**src/rtl/calc_btn_cond_pkg.sv**
```systemverilog
// Shared constants for the calculator input conditioner: button indices,
// channel count and the default debounce interval.
package calc_btn_cond_pkg;

  // Bit positions of each pushbutton within the 5-bit button buses
  localparam int BTN_C = 0;
  localparam int BTN_L = 1;
  localparam int BTN_U = 2;
  localparam int BTN_R = 3;
  localparam int BTN_D = 4;

  localparam int NUM_BTN = 5;

  // 10 ms at a 100 MHz system clock
  localparam int DEBOUNCE_CYCLES_DEFAULT = 1000000;

endpackage

```
**src/rtl/calc_btn_cond_debounce_ch.sv**
```systemverilog
// One pushbutton channel: a 2-flop synchroniser followed by a saturating
// qualification counter. The debounced level only follows the synchronised
// input after it has disagreed for DEBOUNCE_CYCLES consecutive cycles.
// A one-cycle strobe marks every accepted 0->1 transition.
module debounce_ch
  import calc_btn_cond_pkg::*;
#(
  parameter int DEBOUNCE_CYCLES = DEBOUNCE_CYCLES_DEFAULT
) (
  input  logic clk,
  input  logic reset,
  input  logic i_raw,
  output logic o_lvl,
  output logic o_press
);

  localparam int CNT_W = $clog2(DEBOUNCE_CYCLES);
  localparam logic [CNT_W-1:0] CNT_MAX = CNT_W'(DEBOUNCE_CYCLES - 1);

  logic             r_s1;
  logic             r_s2;
  logic             r_lvl;
  logic             r_press;
  logic [CNT_W-1:0] r_cnt;

  // Bring the asynchronous button into the clk domain through two flops
  always_ff @(posedge clk or posedge reset) begin
    if (reset) begin
      r_s1 <= 1'b0;
      r_s2 <= 1'b0;
    end else begin
      r_s1 <= i_raw;
      r_s2 <= r_s1;
    end
  end

  // Qualify changes of the synchronised input; any return to the stable
  // level restarts the count, so bounces never reach the outputs
  always_ff @(posedge clk or posedge reset) begin
    if (reset) begin
      r_lvl   <= 1'b0;
      r_cnt   <= '0;
      r_press <= 1'b0;
    end else if (r_s2 == r_lvl) begin
      r_cnt   <= '0;
      r_press <= 1'b0;
    end else if (r_cnt == CNT_MAX) begin
      r_lvl   <= r_s2;
      r_cnt   <= '0;
      r_press <= r_s2;
    end else begin
      r_cnt   <= r_cnt + CNT_W'(1);
      r_press <= 1'b0;
    end
  end

  assign o_lvl   = r_lvl;
  assign o_press = r_press;

endmodule

```
**src/rtl/calc_btn_cond.sv**
```systemverilog
// Input conditioner for the calculator: debounced button levels and press
// strobes for the five pushbuttons, plus a synchronised copy of the switches.
// Switches are only synchronised, not debounced, so they lag by two edges.
module calc_btn_cond
  import calc_btn_cond_pkg::*;
#(
  parameter int DEBOUNCE_CYCLES = DEBOUNCE_CYCLES_DEFAULT,
  parameter int SW_WIDTH        = 16
) (
  input  logic                clk,
  input  logic                reset,
  input  logic [NUM_BTN-1:0]  btn_raw,
  input  logic [SW_WIDTH-1:0] sw_raw,
  output logic [NUM_BTN-1:0]  btn_lvl,
  output logic [NUM_BTN-1:0]  btn_press,
  output logic [SW_WIDTH-1:0] sw_sync
);

  logic [SW_WIDTH-1:0] r_swS1;
  logic [SW_WIDTH-1:0] r_swS2;

  // Each button gets its own fully independent debounce channel
  for (genvar g = 0; g < NUM_BTN; g++) begin : g_btn
    debounce_ch #(
      .DEBOUNCE_CYCLES(DEBOUNCE_CYCLES)
    ) u_ch (
      .clk    (clk),
      .reset  (reset),
      .i_raw  (btn_raw[g]),
      .o_lvl  (btn_lvl[g]),
      .o_press(btn_press[g])
    );
  end

  // Two-flop synchroniser for the switch bus
  always_ff @(posedge clk or posedge reset) begin
    if (reset) begin
      r_swS1 <= '0;
      r_swS2 <= '0;
    end else begin
      r_swS1 <= sw_raw;
      r_swS2 <= r_swS1;
    end
  end

  assign sw_sync = r_swS2;

endmodule

```
**config.mk**
```make
export PLATFORM = sky130hd
export DESIGN_NAME = calc_btn_cond
export DESIGN_NICKNAME = d
export VERILOG_FILES = /design/src/rtl/calc_btn_cond_pkg.sv /design/src/rtl/calc_btn_cond_debounce_ch.sv /design/src/rtl/calc_btn_cond.sv
export SDC_FILE = /design/constraint.sdc
export NUM_CORES = 1
export LEC_CHECK = 0
export ABC_AREA = 1
export CAP_MARGIN = 20
export CORE_ASPECT_RATIO = 0.9
export CORE_UTILIZATION = 37
export DETAILED_ROUTE_END_ITERATION = 16
export GPL_TIMING_DRIVEN = 0
export HOLD_SLACK_MARGIN = 0.12
export REMOVE_ABC_BUFFERS = 1
export SYNTH_ARGS = -nofsm -noshare
export SYNTH_HDL_FRONTEND = slang
export SYNTH_SLANG_ARGS = --single-unit
```
**constraint.sdc**
```tcl
create_clock -name clk -period 9 [get_ports clk]
set_input_delay 1.8 -clock clk [delete_from_list [all_inputs] [get_ports clk]]
set_output_delay 1.8 -clock clk [all_outputs]
set_load 0.02 [all_outputs]
```
==> results of run 1 <==
## state kept, by name (all words and copies together), names as in the netlist
signal and flops:
r_swS1 16, sw_sync 16, g_btn.u_ch.o_press 5, g_btn.u_ch.r_s2 5
g_btn.u_ch.r_cnt 100, g_btn.u_ch.o_lvl 5, g_btn.u_ch.r_s1 5
## cell usage in the layout, fill, tap and decap left out, types with 10 or more instances in the layout
cell             netlist  layout
a21oi_1               12      12
clkbuf_16              0      17
clkdlybuf4s50_1        0      48
dfrtp_1              152     152
inv_1                 70      69
nand2_1              132     132
nand3_1               87      87
nand4_1               12      12
nor2_1               216     216
nor2_2                10      10
nor3_1                14      14
xnor2_1               20      20
xor2_1                32      32
## power by group through the flow
stage               combinational, mW  sequential (mW)  clock [mW]
global route                   0.0677            0.708       0.829
floorplan                      0.0283            0.722           0
CTS                            0.0614            0.706       0.801
global placement               0.0592            0.719           0
detailed placement             0.0612            0.719           0
finish                         0.0590            0.706       0.780
## metal layers
metal  share of wire  wire, um  vias up  track usage
li1                -         -     2719            -
met1            0.51      6990     2482        0.218
met2            0.43      5910      100        0.230
met3           0.044       600       21       0.0404
met4           0.018       249        0       0.0704
met5               0         0        -            0
## how the worst max path moves through the flow
stage                             start               endpoint  slack (ns)
CTS                 g_btn[2].u_ch.o_lvl             btn_lvl[2]        5.65
global route        g_btn[2].u_ch.o_lvl             btn_lvl[2]        5.63
global placement                  reset  g_btn[4].u_ch.o_press        0.94
finish              g_btn[3].u_ch.o_lvl             btn_lvl[3]        5.70
detailed placement                reset     g_btn[4].u_ch.r_s2        5.80
floorplan                         reset    g_btn[0].u_ch.o_lvl        3.11
## cell usage after synthesis (all sizes together)
master,n,area share
a21oi,12,0.0084
a31oi,1,0.00088
and2,3,0.0026
buf,12,0.013
dfrtp,152,0.53
ha,5,0.0088
inv,75,0.040
nand2,138,0.075
nand3,96,0.074
nand4,12,0.011
nor2,232,0.13
nor3,18,0.015
nor3b,4,0.0063
nor4,1,0.00088
o21ai,9,0.0063
xnor2,20,0.025
xor2,36,0.048
## cell families after synthesis
| kind of cell | Yosys count | synth area share |
|---|---|---|
| and+or+nand+nor | 504 | 0.316 |
| DFF | 152 | 0.534 |
| buffers and inverters | 87 | 0.0523 |
| xor gates and xnor gates | 56 | 0.0730 |
| AOI/OAI and AO/OA | 22 | 0.0156 |
| adders and majority gates | 5 | 0.00878 |
## layout make-up
cell class,count,area (um^2)
clock inverter,14,206
timing repair buffer,49,508
clock buffer,18,439
sequential,152,3800
inverter,75,287
fill,1778,10100
multi-input combinational,587,2950
tap,245,307
==> tab_implementation.tex, run 1 <==
\begin{tabular}{lr}
\hline
Metric & Value \\
\hline
\multicolumn{2}{l}{\textbf{Critical path}} \\
\quad Source of the worst register-to-register timing path & g\_btn[4].u\_ch.r\_cnt[0] \\
\quad Top fanout value on the critical path & 4 \\
\quad Bufs and invs on worst path & 1 \\
\quad R2r worst-path depth & 6 \\
\quad Cell with the largest stage delay on the worst path & clkdlybuf4s50\_1 \\
\quad Endpoint kind of the worst setup timing path & output port \\
\quad Delay of the slowest cell on the worst path & 0.64 ns \\
\quad Critical path start-end classification & flop to output port \\
\quad Required time worst endpoint & 7.20 ns \\
\quad Capture instance of the worst register-to-register path & g\_btn[4].u\_ch.r\_cnt[18] \\
\quad Arrival time at the worst endpoint & 1.50 ns \\
\quad Largest delay share family, worst path & buffers and inverters \\
\quad Kind of launch point of the worst setup path & flop \\
\quad Crit path depth & 1 \\
\quad CP cell instances & clkdlybuf4s50\_1 \\
\quad Reg2Reg Setup Slack & 7.41 ns \\
\multicolumn{2}{l}{\textbf{STA}} \\
\quad Minimum clock period after layout & 3.30 ns \\
\quad Worst-case setup margin in the final layout & 5.70 ns \\
\quad Fmax & 303 MHz \\
\quad Worst setup skew after layout & 0.00852 ns \\
\quad Aggregate negative setup slack & 0 ns \\
\quad Max transition margin & 0.543 \\
\quad Final hold slack & 0.345 ns \\
\quad Share of the clock period used by the worst path & 0.367 \\
\quad Slew of the pin with the lowest slew margin & 0.685 ns \\
\quad Final count of negative-setup-slack endpoints & 0 \\
\quad Hold violation count in the final report & 0 \\
\quad RSZ-0062 raised after global routing & no \\
\quad Max Transition Viols Final & 0 \\
\multicolumn{2}{l}{\textbf{Logic synthesis}} \\
\quad Register bit total from synthesis & 152 \\
\quad Number of library cell types mapped by synthesis & 28 \\
\quad Seq/Total Area, Yosys & 0.534 \\
\quad Yosys warns & 0 \\
\quad Netlist area before placement & 7130 um\^{}2 \\
\quad Instance count of the mapped netlist & 826 \\
\quad Average size of a mapped cell & 8.63 um\^{}2 \\
\multicolumn{2}{l}{\textbf{Placed design}} \\
\quad Setup slack at placement & 5.80 ns \\
\quad Port Buf Inserts & 48 \\
\quad Hpwl dp & 9780 um \\
\quad Routability-driven placement congestion ratio & 0.866 \\
\quad Placed cells & 1108 \\
\quad Placement-stage cell area & 7850 um\^{}2 \\
\multicolumn{2}{l}{\textbf{Drt}} \\
\quad Count of TritonRoute iterations in the first routing pass & 5 \\
\quad DRC & 0 \\
\quad Number of design-rule violations left by the first detailed-router iteration & 324 \\
\quad Via count normalized by instance count & 4.67 \\
\quad Via count of the routed design & 5322 \\
\quad Wire length after detailed routing & 13700 um \\
\quad Post-detailed-route wirelength per cell & 12.1 um \\
\quad Remaining antenna violation count after routing & 0 \\
\multicolumn{2}{l}{\textbf{Worst hold path}} \\
\quad Type of the worst min-delay path & flop to flop \\
\quad Number of cells traversed by the worst hold path & 0 \\
\quad Destination of the worst hold path & sw\_sync[11] \\
\quad HP Start & r\_swS1[11] \\
\multicolumn{2}{l}{\textbf{Layout}} \\
\quad Number of cells in the finished layout apart from fillers & 1140 \\
\quad Final Util & 0.456 \\
\quad Share of cells above drive strength 1 & 0.0905 \\
\quad Antenna Cells & 0 \\
\quad Net count, final & 910 \\
\quad Synthesis-to-layout area growth & 19.3\% \\
\quad Final cell area excluding filler cells & 8500 um\^{}2 \\
\multicolumn{2}{l}{\textbf{Die}} \\
\quad Die boundary height & 134 um \\
\quad Number of placement rows & 47 \\
\quad Top-level I/O count & 49 \\
\quad Die outline area & 19800 um\^{}2 \\
\quad Die width & 148 um \\
\quad Initial standard-cell utilization of the core & 0.382 \\
\quad Core region area & 18600 um\^{}2 \\
\multicolumn{2}{l}{\textbf{Run}} \\
\quad Max Cap Viol & 0 \\
\multicolumn{2}{l}{\textbf{Global routing}} \\
\quad Global-route wire length before repair & 24500 um \\
\quad Maximum number of pins on one net before global-route repair & 79 \\
\quad Final global-route overflow total & 0 \\
\quad Number of antenna violations at the first check in global routing & 0 \\
\quad GR Util All Layers & 0.157 \\
\quad Vias in the first global route & 5159 \\
\multicolumn{2}{l}{\textbf{Power and ir drop}} \\
\quad Worst VDD drop & 0.135 mV \\
\quad Sequential Power Share & 0.457 \\
\quad Tot Pwr & 1.55 mW \\
\quad Leakage power summed over all cells & 3.55 nW \\
\quad Internal power & 1.20 mW \\
\quad Combinational share of power & 0.038 \\
\quad Clock group share of total power & 0.505 \\
\quad Switching power of the nets & 345 uW \\
\quad Pwr Density & 182 nW/um\^{}2 \\
\quad Net switching share of the total power & 0.223 \\
\multicolumn{2}{l}{\textbf{Clock tree}} \\
\quad Clock tree from TritonCTS & done \\
\quad Number of buffers inserted for hold repair after clock tree synthesis & 0 \\
\quad Buffer type at the clock tree root & clkbuf\_16 \\
\quad H-Tree Depth & 4 \\
\quad Source-to-sink clock delay at the later pin of the worst-skew pair & 0.43 ns \\
\quad Number of gates given a new drive strength after cts & 0 \\
\quad CTS buffer count & 17 \\
\quad Buffer levels on the longest clock path & 2 \\
\quad Clock transition at the registers of the reported paths & 0.07 ns \\
\quad Setup bufs post-CTS & 0 \\
\quad Clock sink count & 152 \\
\multicolumn{2}{l}{\textbf{Outcome}} \\
\quad Status & finished, final reports clean \\
\hline
\end{tabular}
Note: power is estimated with default switching activity, not from simulation.
==> inputs of run 2 (changes only) <==
clock period = 3 ns   (was 9 ns; I/O delays follow)
==> results of run 2 <==
The final DEF is identical to that of run 1. Status: finished, final reports clean.
Main changes from that run: setup slack after placement 5.80 ns -> 0.999 ns; setup slack after layout 5.70 ns -> 0.896 ns; register-to-register setup slack 7.41 ns -> 1.41 ns; total power 1.55 mW -> 4.64 mW; worst IR drop on VDD 0.135 mV -> 0.404 mV
